===== config.mk =====
export PLATFORM = sky130hd
export DESIGN_NAME = regfile_scb
export DESIGN_NICKNAME = d
export VERILOG_FILES = /design/src/rtl/regfile_scb.sv
export SDC_FILE = /design/constraint.sdc
export NUM_CORES = 1
export LEC_CHECK = 0
export BUFFER_PORTS_ARGS = -buffer_cell sky130_fd_sc_hd__buf_2
export CORE_MARGIN = 5
export CORE_UTILIZATION = 50
export CTS_BUF_LIST = sky130_fd_sc_hd__clkbuf_16
export DETAILED_ROUTE_END_ITERATION = 8
export PLACE_DENSITY = 0.69
export SKIP_LAST_GASP = 1
export SLEW_MARGIN = 30
export SYNTH_ARGS = -nofsm -noshare
export SYNTH_HDL_FRONTEND = slang
export SYNTH_SLANG_ARGS = --single-unit

===== constraint.sdc =====
create_clock -name clk -period 3.17 [get_ports clk]
set_input_delay 0.317 -clock clk [delete_from_list [all_inputs] [get_ports clk]]
set_output_delay 0.317 -clock clk [all_outputs]
set_load 0.1 [all_outputs]

===== src/rtl/regfile_scb.sv =====
// Parameterised register file with a per-register busy scoreboard.
// After reset every register is zeroed, one per clock, before ready rises.
module regfile_scb #(
  parameter int XLEN     = 32,
  parameter int NREG     = 32,
  parameter int NRD      = 2,
  parameter int BYPASS   = 1,
  parameter int ZERO_REG = 1,
  localparam int AW      = $clog2(NREG)
) (
  input  logic                clk,
  input  logic                reset,
  input  logic [NRD*AW-1:0]   rs,
  output logic [NRD*XLEN-1:0] rv,
  output logic [NRD-1:0]      rbusy,
  input  logic                we,
  input  logic [AW-1:0]       rd,
  input  logic [XLEN-1:0]     wdata,
  input  logic                alloc,
  input  logic [AW-1:0]       alloc_rd,
  output logic                ready
);

  localparam logic [AW-1:0] LAST = AW'(NREG - 1);

  typedef enum logic {CLEAR, READY} state_t;

  state_t          state, state_nx;
  logic [AW-1:0]   cnt;
  logic [XLEN-1:0] mem [NREG];
  logic [NREG-1:0] busy;
  logic            wr_en, alloc_en;

  always_ff @(posedge clk) begin
    if (reset) state <= CLEAR;
    else       state <= state_nx;
  end

  always_comb begin
    state_nx = state;
    case (state)
      CLEAR: if (cnt == LAST) state_nx = READY;
      READY: state_nx = READY;
    endcase
  end

  always_comb begin
    ready = (state == READY);
  end

  always_ff @(posedge clk) begin
    if (reset)                              cnt <= '0;
    else if (state == CLEAR && cnt != LAST) cnt <= cnt + AW'(1);
  end

  // Register 0 is hardwired when ZERO_REG is set, so it never takes data or a producer.
  assign wr_en    = ready && we    && !(ZERO_REG != 0 && rd == '0);
  assign alloc_en = ready && alloc && !(ZERO_REG != 0 && alloc_rd == '0);

  // Storage is left untouched in a reset cycle; the clear sweep zeroes it afterwards.
  always_ff @(posedge clk) begin
    if (!reset) begin
      if (state == CLEAR) mem[cnt] <= '0;
      else if (wr_en)     mem[rd]  <= wdata;
    end
  end

  // A new producer allocated in the same cycle as a write-back to that register wins.
  always_ff @(posedge clk) begin
    if (reset) begin
      busy <= '0;
    end else begin
      if (wr_en)    busy[rd]       <= 1'b0;
      if (alloc_en) busy[alloc_rd] <= 1'b1;
    end
  end

  for (genvar k = 0; k < NRD; k++) begin : g_rd
    logic [AW-1:0] addr;
    logic          is_zero;
    logic          fwd;
    assign addr    = rs[k*AW +: AW];
    assign is_zero = (ZERO_REG != 0) && (addr == '0);
    assign fwd     = (BYPASS != 0) && wr_en && (rd == addr);
    assign rv[k*XLEN +: XLEN] = (!ready || is_zero) ? '0 :
                                fwd                 ? wdata : mem[addr];
    assign rbusy[k] = ready && busy[addr];
  end

endmodule


==> run_results.csv, run 1 <==
group,metric,value,unit
setup_path,critical_path_class,"reg2out",
grt,grt_pass1_vias,32400,
clocking,cts_root_buf,"clkbuf_16",
timing,worst_clock_skew,0.0237,ns
yosys,synth_top_area_share,60.6,%
place,portBuffers,122,
finish,num-nets-final,3117,
floorplan,die-area,108000,µm²
clocking,cts_buffers,110,
setup_path,arrival,2.82,ns
clocking,htreeDepth,3,
yosys,syn_area_per_cell,18.2,µm²
run,drv_cap,0,
finish,syn_to_final_growth,18.7,%
timing,post-route-min-period,3.14,ns
timing,hold_viol,0,
timing,finalSetupViolCount,0,
finish,final_util,59.9,%
setup_path,slowest_stage,"mux4_2",
yosys,ys_seq_elements,1062,
routing,drt_iter0_drc,4728,
timing,holdWs,0.0587,ns
finish,seqCellArea,31500,µm²
setup_path,endpoint_kind,"output pin",
yosys,synthArstFlopShare,0,%
place,dp_hpwl,97300,µm
place,dpl.cell_count,4296,
floorplan,die_y,328,µm
setup_path,crit_start,"mem[15][11]$_DFFE_PP_",
yosys,synth_cell_types,58,
routing,drc_errors,0,
finish,fin_cells,4512,
setup_path,required,2.85,ns
clocking,cts_tree,"built",
routing,vias,31800,
timing,fmax,318,MHz
timing,max_slew_margin,46.1,%
yosys,synth_edf_count,1024,
grt,grt_pass1_wl,231000,µm
yosys,syn_nets,2847,
yosys,syn_area,50700,µm²
clocking,clkTransAtPathRegs,0.06,ns
routing,ant_nets,0,
setup_path,reg2reg_from,"ready$_SDFF_PP0_",
yosys,synthFlopType,"edfxtp_1",
routing,finalWirelength,161000,µm
setup_path,cp_cell_sequence,"mux4_2, mux4_2, nor2b_2, a221o_1, buf_12",
setup_path,critPathMostFrequentCell,"mux4_2",
routing,viasPerCell,7.05,
yosys,synth_warnings,0,
floorplan,start_util,50.5,%
setup_path,max_stage_delay,0.51,ns
clocking,clk_latency,0.70,ns
grt,grt_use_total,29.8,%
setup_path,cp_max_fo,2,
floorplan,fp.dieW,328,µm
timing,worstMarginPinSlew,0.797,ns
place,gp_congestion,0.893,
setup_path,cp-start-kind,"register",
timing,maxSlewViolCount,0,
clocking,cts_sinks,1062,
floorplan,core_area,100000,µm²
finish,final_cell_mix,"edfxtp_1, mux4_2, mux2i_1",
yosys,synth_area_leader_cell,"edfxtp_1",
timing,layout_setup_ws,0.0282,ns
run_status,outcome,"completed",
finish,drive_above_1_share,36.3,%
hold_path,hold_class,"in2reg",
yosys,netlist_instances,2789,
pwr,power_density,507,nW/µm²
grt,antenna_found_initial,5,
finish,fillers,7242,
hold_path,hp-start,"alloc_rd[4]",
floorplan,ios,123,
grt,grt_start_max_net_pins,50,
timing,fin_setup_tns,0,ns
yosys,synthTopCellsByArea,"edfxtp_1, mux4_2, mux2i_1",
grt,overflow,0,
clocking,cts_buffer_depth,3,
floorplan,rows,116,
routing,wl_per_cell,35.7,µm
pwr,leakagePower,0.0187,µW
yosys,ys_seq_area_share,62.1,%
pwr,ir_drop,0.623,mV
routing,dr.pass1.iters,5,
timing,rsz0062_at_grt,"true",
timing,period_share,99.1,%
finish,multi_input_area,18600,µm²
place,post-place-ws,0.0632,ns
finish,layout_commonest_cell,"edfxtp_1",
[cell type report]
type / count / share of cell area [%]
Sequential cell: 1062 / 52.4
Clock inverter: 95 / 1.30
Inverter: 10 / 0.0644
Multi-Input combinational cell: 1491 / 31.0
Tap cell: 1357 / 2.82
Clock buffer: 112 / 4.66
Antenna cell: 1 / 0.00416
Timing Repair Buffer: 384 / 7.84
[cells in the mapped netlist, types with 4 or more instances]
cell type     n
nand2_1      97
and2_1       36
a311o_1       8
edfxtp_1   1024
nand2b_1      6
nor3b_1      25
nor3_1       14
mux2i_1     165
nor2b_1      55
o221ai_1      5
clkbuf_1    111
a221oi_1     45
o22ai_1      33
and3_1        9
nor2_1       77
a21oi_1      80
xor2_1        6
o211ai_1      6
a31oi_1      22
dfxtp_1      38
a211oi_1     44
mux4_2      493
buf_6        18
o21ai_0      61
buf_1        21
mux2_1       20
buf_4        19
buf_2        57
inv_2         4
a22oi_1       5
nand4_1       6
nand3b_1     13
nand3_1      14
xnor2_1       7
a221o_1      58
mux2_2       16
o21ai_1      40
[flip-flops by register name (all words and copies together), names as in the netlist]
name   count
cnt        5
mem     1024
busy      32
ready      1
[logic make-up after synthesis]
family,share of synthesized area [%]
flops,62.1
xor+xnor,0.224
compound gates,5.72
simple gates,3.64
buf+inv,2.29
fa+ha+maj,0.0493
mux,25.9
[report_power, final]
part	internal, µW	switching, µW	leakage [µW]
clock	7380	5500	0.00184
sequential	15300	41.4	0.00899
combinational	1070	1290	0.00790
total	23700	6830	0.0187
[final timing paths]
kind	depth (start not counted)	to	slack, ns
worst min-delay path	4	busy[9]$_SDFF_PP0_	0.06
worst max-delay path	5	rv[11]	0.03
worst min register to register	1	busy[0]$_SDFF_PP0_	0.48
worst max register to register	8	mem[16][3]$_DFFE_PP_	0.58
[metal layers]
layer  part of all wire, %  global-route usage [%]  vias up
li1                      -                       -    12500
met1                    35                    40.0    16500
met2                    48                    48.0     2354
met3                    12                    6.72      465
met4                   5.0                    11.9        2
met5                0.0068                       0        -
[critical path, delay by kind of cell (launching register included)]
| kind | cells | cell delay, ns |
|---|---|---|
| AOI/OAI and AO/OA | 1 | 0.35 |
| buffers and inverters | 1 | 0.20 |
| DFF | 1 | 0.40 |
| muxes | 2 | 0.97 |
| and+or+nand+nor | 1 | 0.20 |
[what timing repair did]
action                                  in CTS  in global routing
hold endpoints to repair                     2                  0
endpoints found under the setup margin      15                 13
buffers inserted                             0                  3
hold buffers                                 4                  0
gates resized for setup                     14                 25
pin swaps                                    1                  2
gates cloned                                 0                  1
[through the flow]
stage | power [µW] | area (µm²)
after floorplan | 17100 | 51100
after global placement | 17900 | 56400
after detailed placement | 17900 | 56400
after CTS | 30600 | 60100
after global routing | 31400 | 60200
final | 30500 | 60200
(Power assumes the default switching activity.)
==> run 2, diff against run 1 <==
Settings changed: CTS_BUF_LIST sky130_fd_sc_hd__clkbuf_16 to sky130_fd_sc_hd__clkbuf_4 sky130_fd_sc_hd__clkbuf_8 sky130_fd_sc_hd__clkbuf_16, SKIP_LAST_GASP 1 to not set.
==> run_results.csv, run 2 (synthesis gave the netlist of run 1 again) <==
group,metric,value,unit
run_status,outcome,"completed",
routing,vias,31900,
setup_path,cp_cell_sequence,"mux4_2, mux4_2, nor2b_2, a221o_1, buf_12",
finish,largest_reg_flops,1024,
setup_path,reg2reg_depth,8,
place,dpl.cell_count,4296,
timing,worstMarginPinSlew,0.794,ns
setup_path,arrival,2.82,ns
pwr,p_sw,6820,µW
timing,rsz0062_at_grt,"true",
clocking,cts_tree,"built",
clocking,cts_sinks,1062,
setup_path,reg2reg_from,"ready$_SDFF_PP0_",
setup_path,r2r_end,"mem[16][0]$_DFFE_PP_",
place,portBuffers,122,
pwr,ir_drop,0.622,mV
routing,wl_per_cell,35.7,µm
routing,drt_iter0_drc,4691,
routing,drc_errors,0,
pwr,combPwrFrac,7.7,%
grt,antenna_found_initial,5,
finish,post-route-cell-area,60300,µm²
timing,fin_setup_tns,0,ns
pwr,sw_frac_of_total,22.2,%
finish,num-nets-final,3117,
clocking,clkTransAtPathRegs,0.06,ns
finish,fin_cells,4512,
setup_path,required,2.85,ns
finish,drive_above_1_share,36.9,%
place,dpl_cell_area,56400,µm²
finish,layout_commonest_cell,"edfxtp_1",
pwr,power_density,511,nW/µm²
timing,maxSlewViolCount,0,
grt,grt_start_max_net_pins,50,
grt,grt_pass1_vias,32400,
timing,worst_clock_skew,0.0261,ns
timing,finalSetupViolCount,0,
pwr,pwr-share-clk,42.6,%
setup_path,critical_path_class,"reg2out",
clocking,htreeDepth,3,
setup_path,slowest_stage,"mux4_2",
run,drv_cap,0,
timing,holdWs,0.0604,ns
routing,ant_nets,0,
clocking,cts_buffer_depth,3,
finish,top_regs,"mem: 1024 flops, busy: 32 flops, cnt: 5 flops",
grt,grt_use_total,29.8,%
pwr,p_int,24000,µW
timing,hold_viol,0,
clocking,cts_root_buf,"clkbuf_16",
grt,overflow,0,
floorplan,fp.dieW,328,µm
setup_path,reg2reg_setup_slack,0.57,ns
setup_path,endpoint_kind,"output pin",
routing,viasPerCell,7.07,
clocking,clk_latency,0.70,ns
setup_path,endpoint,"rv[11]",
timing,period_share,99.1,%
floorplan,ios,123,
floorplan,rows,116,
place,gp_congestion,0.893,
clocking,cts_buffers,110,
finish,syn_to_final_growth,18.8,%
finish,final_cell_mix,"edfxtp_1, mux4_2, mux2i_1",
pwr,finalPower,30800,µW
finish,fillers,7233,
finish,regMostFlops,"mem",
place,dp_hpwl,97300,µm
pwr,leakagePower,0.0187,µW
setup_path,max_stage_delay,0.50,ns
hold_path,hold_class,"in2reg",
timing,max_slew_margin,46.3,%
setup_path,critPathMostFrequentCell,"mux4_2",
floorplan,start_util,50.5,%
setup_path,crit_start,"mem[15][11]$_DFFE_PP_",
grt,grt_pass1_wl,231000,µm
pwr,pwr-share-seq,49.7,%
timing,fmax,318,MHz
routing,dr.pass1.iters,6,
floorplan,core_area,100000,µm²
floorplan,die-area,108000,µm²
routing,finalWirelength,161000,µm
timing,post-route-min-period,3.14,ns
floorplan,die_y,328,µm
setup_path,cp-start-kind,"register",
setup_path,cp_max_fo,2,
## run 2: changes by cell type in the layout (fill, tap and decap cells not counted)
| cell | before | now |
|---|---|---|
| clkbuf_4 | 0 | 21 |
| inv_1 | 24 | 3 |
| buf_12 | 152 | 151 |
| buf_6 | 5 | 6 |
## run 2: power by group through the flow
stage | logic (µW) | clock network [µW] | registers, µW
finish | 2360 | 13100 | 15300
global route | 2450 | 13900 | 15300
CTS | 2330 | 13200 | 15300
detailed placement | 2320 | 0 | 15600
global placement | 2290 | 0 | 15600
floorplan | 1510 | 0 | 15600
## run 2: through the flow
step	util, %	worst slack, ns
global placement	56.1	0.0705
floorplan	-	-0.129
detailed placement	56.2	0.0632
global route	60.0	-0.0174
finish	60.0	0.0285
CTS	59.9	0.00532
## run 2: cell type report
type | count | area [µm²] | area share [%]
multi-input combinational | 1491 | 18600 | 30.9
tap | 1357 | 1700 | 2.82
clock inverter | 74 | 702 | 1.16
clock buffer | 133 | 2960 | 4.91
timing repair buffer | 384 | 4710 | 7.82
antenna | 1 | 2.50 | 0.00415
sequential | 1062 | 31500 | 52.3
inverter | 10 | 38.8 | 0.0644
## run 2: worst min path at each step
stage	depth (start not counted)	start	endpoint	slack, ns
6_report	4	alloc_rd[4]	busy[10]$_SDFF_PP0_	0.06
5_1_grt	4	alloc_rd[4]	busy[15]$_SDFF_PP0_	0.08
4_1_cts	4	alloc_rd[4]	busy[9]$_SDFF_PP0_	0.02
3_5_place_dp	1	busy[0]$_SDFF_PP0_	busy[0]$_SDFF_PP0_	0.47
3_3_place_gp	1	busy[0]$_SDFF_PP0_	busy[0]$_SDFF_PP0_	0.47
2_1_floorplan	1	busy[0]$_SDFF_PP0_	busy[0]$_SDFF_PP0_	0.45
## run 2: worst max-delay path, delay by kind of cell (launching register included)
kind	cells	cell delay, ns
AOI/OAI and AO/OA	1	0.36
and+or+nand+nor	1	0.19
buffers and inverters	1	0.21
muxes	2	0.96
DFF	1	0.40
## run 2: per-layer routing
metal	track usage, %	share of wire, %	vias up
met3	6.71	12	470
met5	0	0.0068	-
met4	12.0	5.1	2
met2	48.0	48	2378
li1	-	-	12500
met1	40.0	35	16600
## run 2: timing repair
| item | CTS | global route |
|---|---|---|
| cloned | 0 | 1 |
| hold buffers | 4 | 0 |
| endpoints found under the hold margin | 2 | 0 |
| endpoints found under the setup margin | 15 | 11 |
| setup buffers | 0 | 3 |
| gates resized for setup | 15 | 22 |
| pin swaps | 1 | 2 |
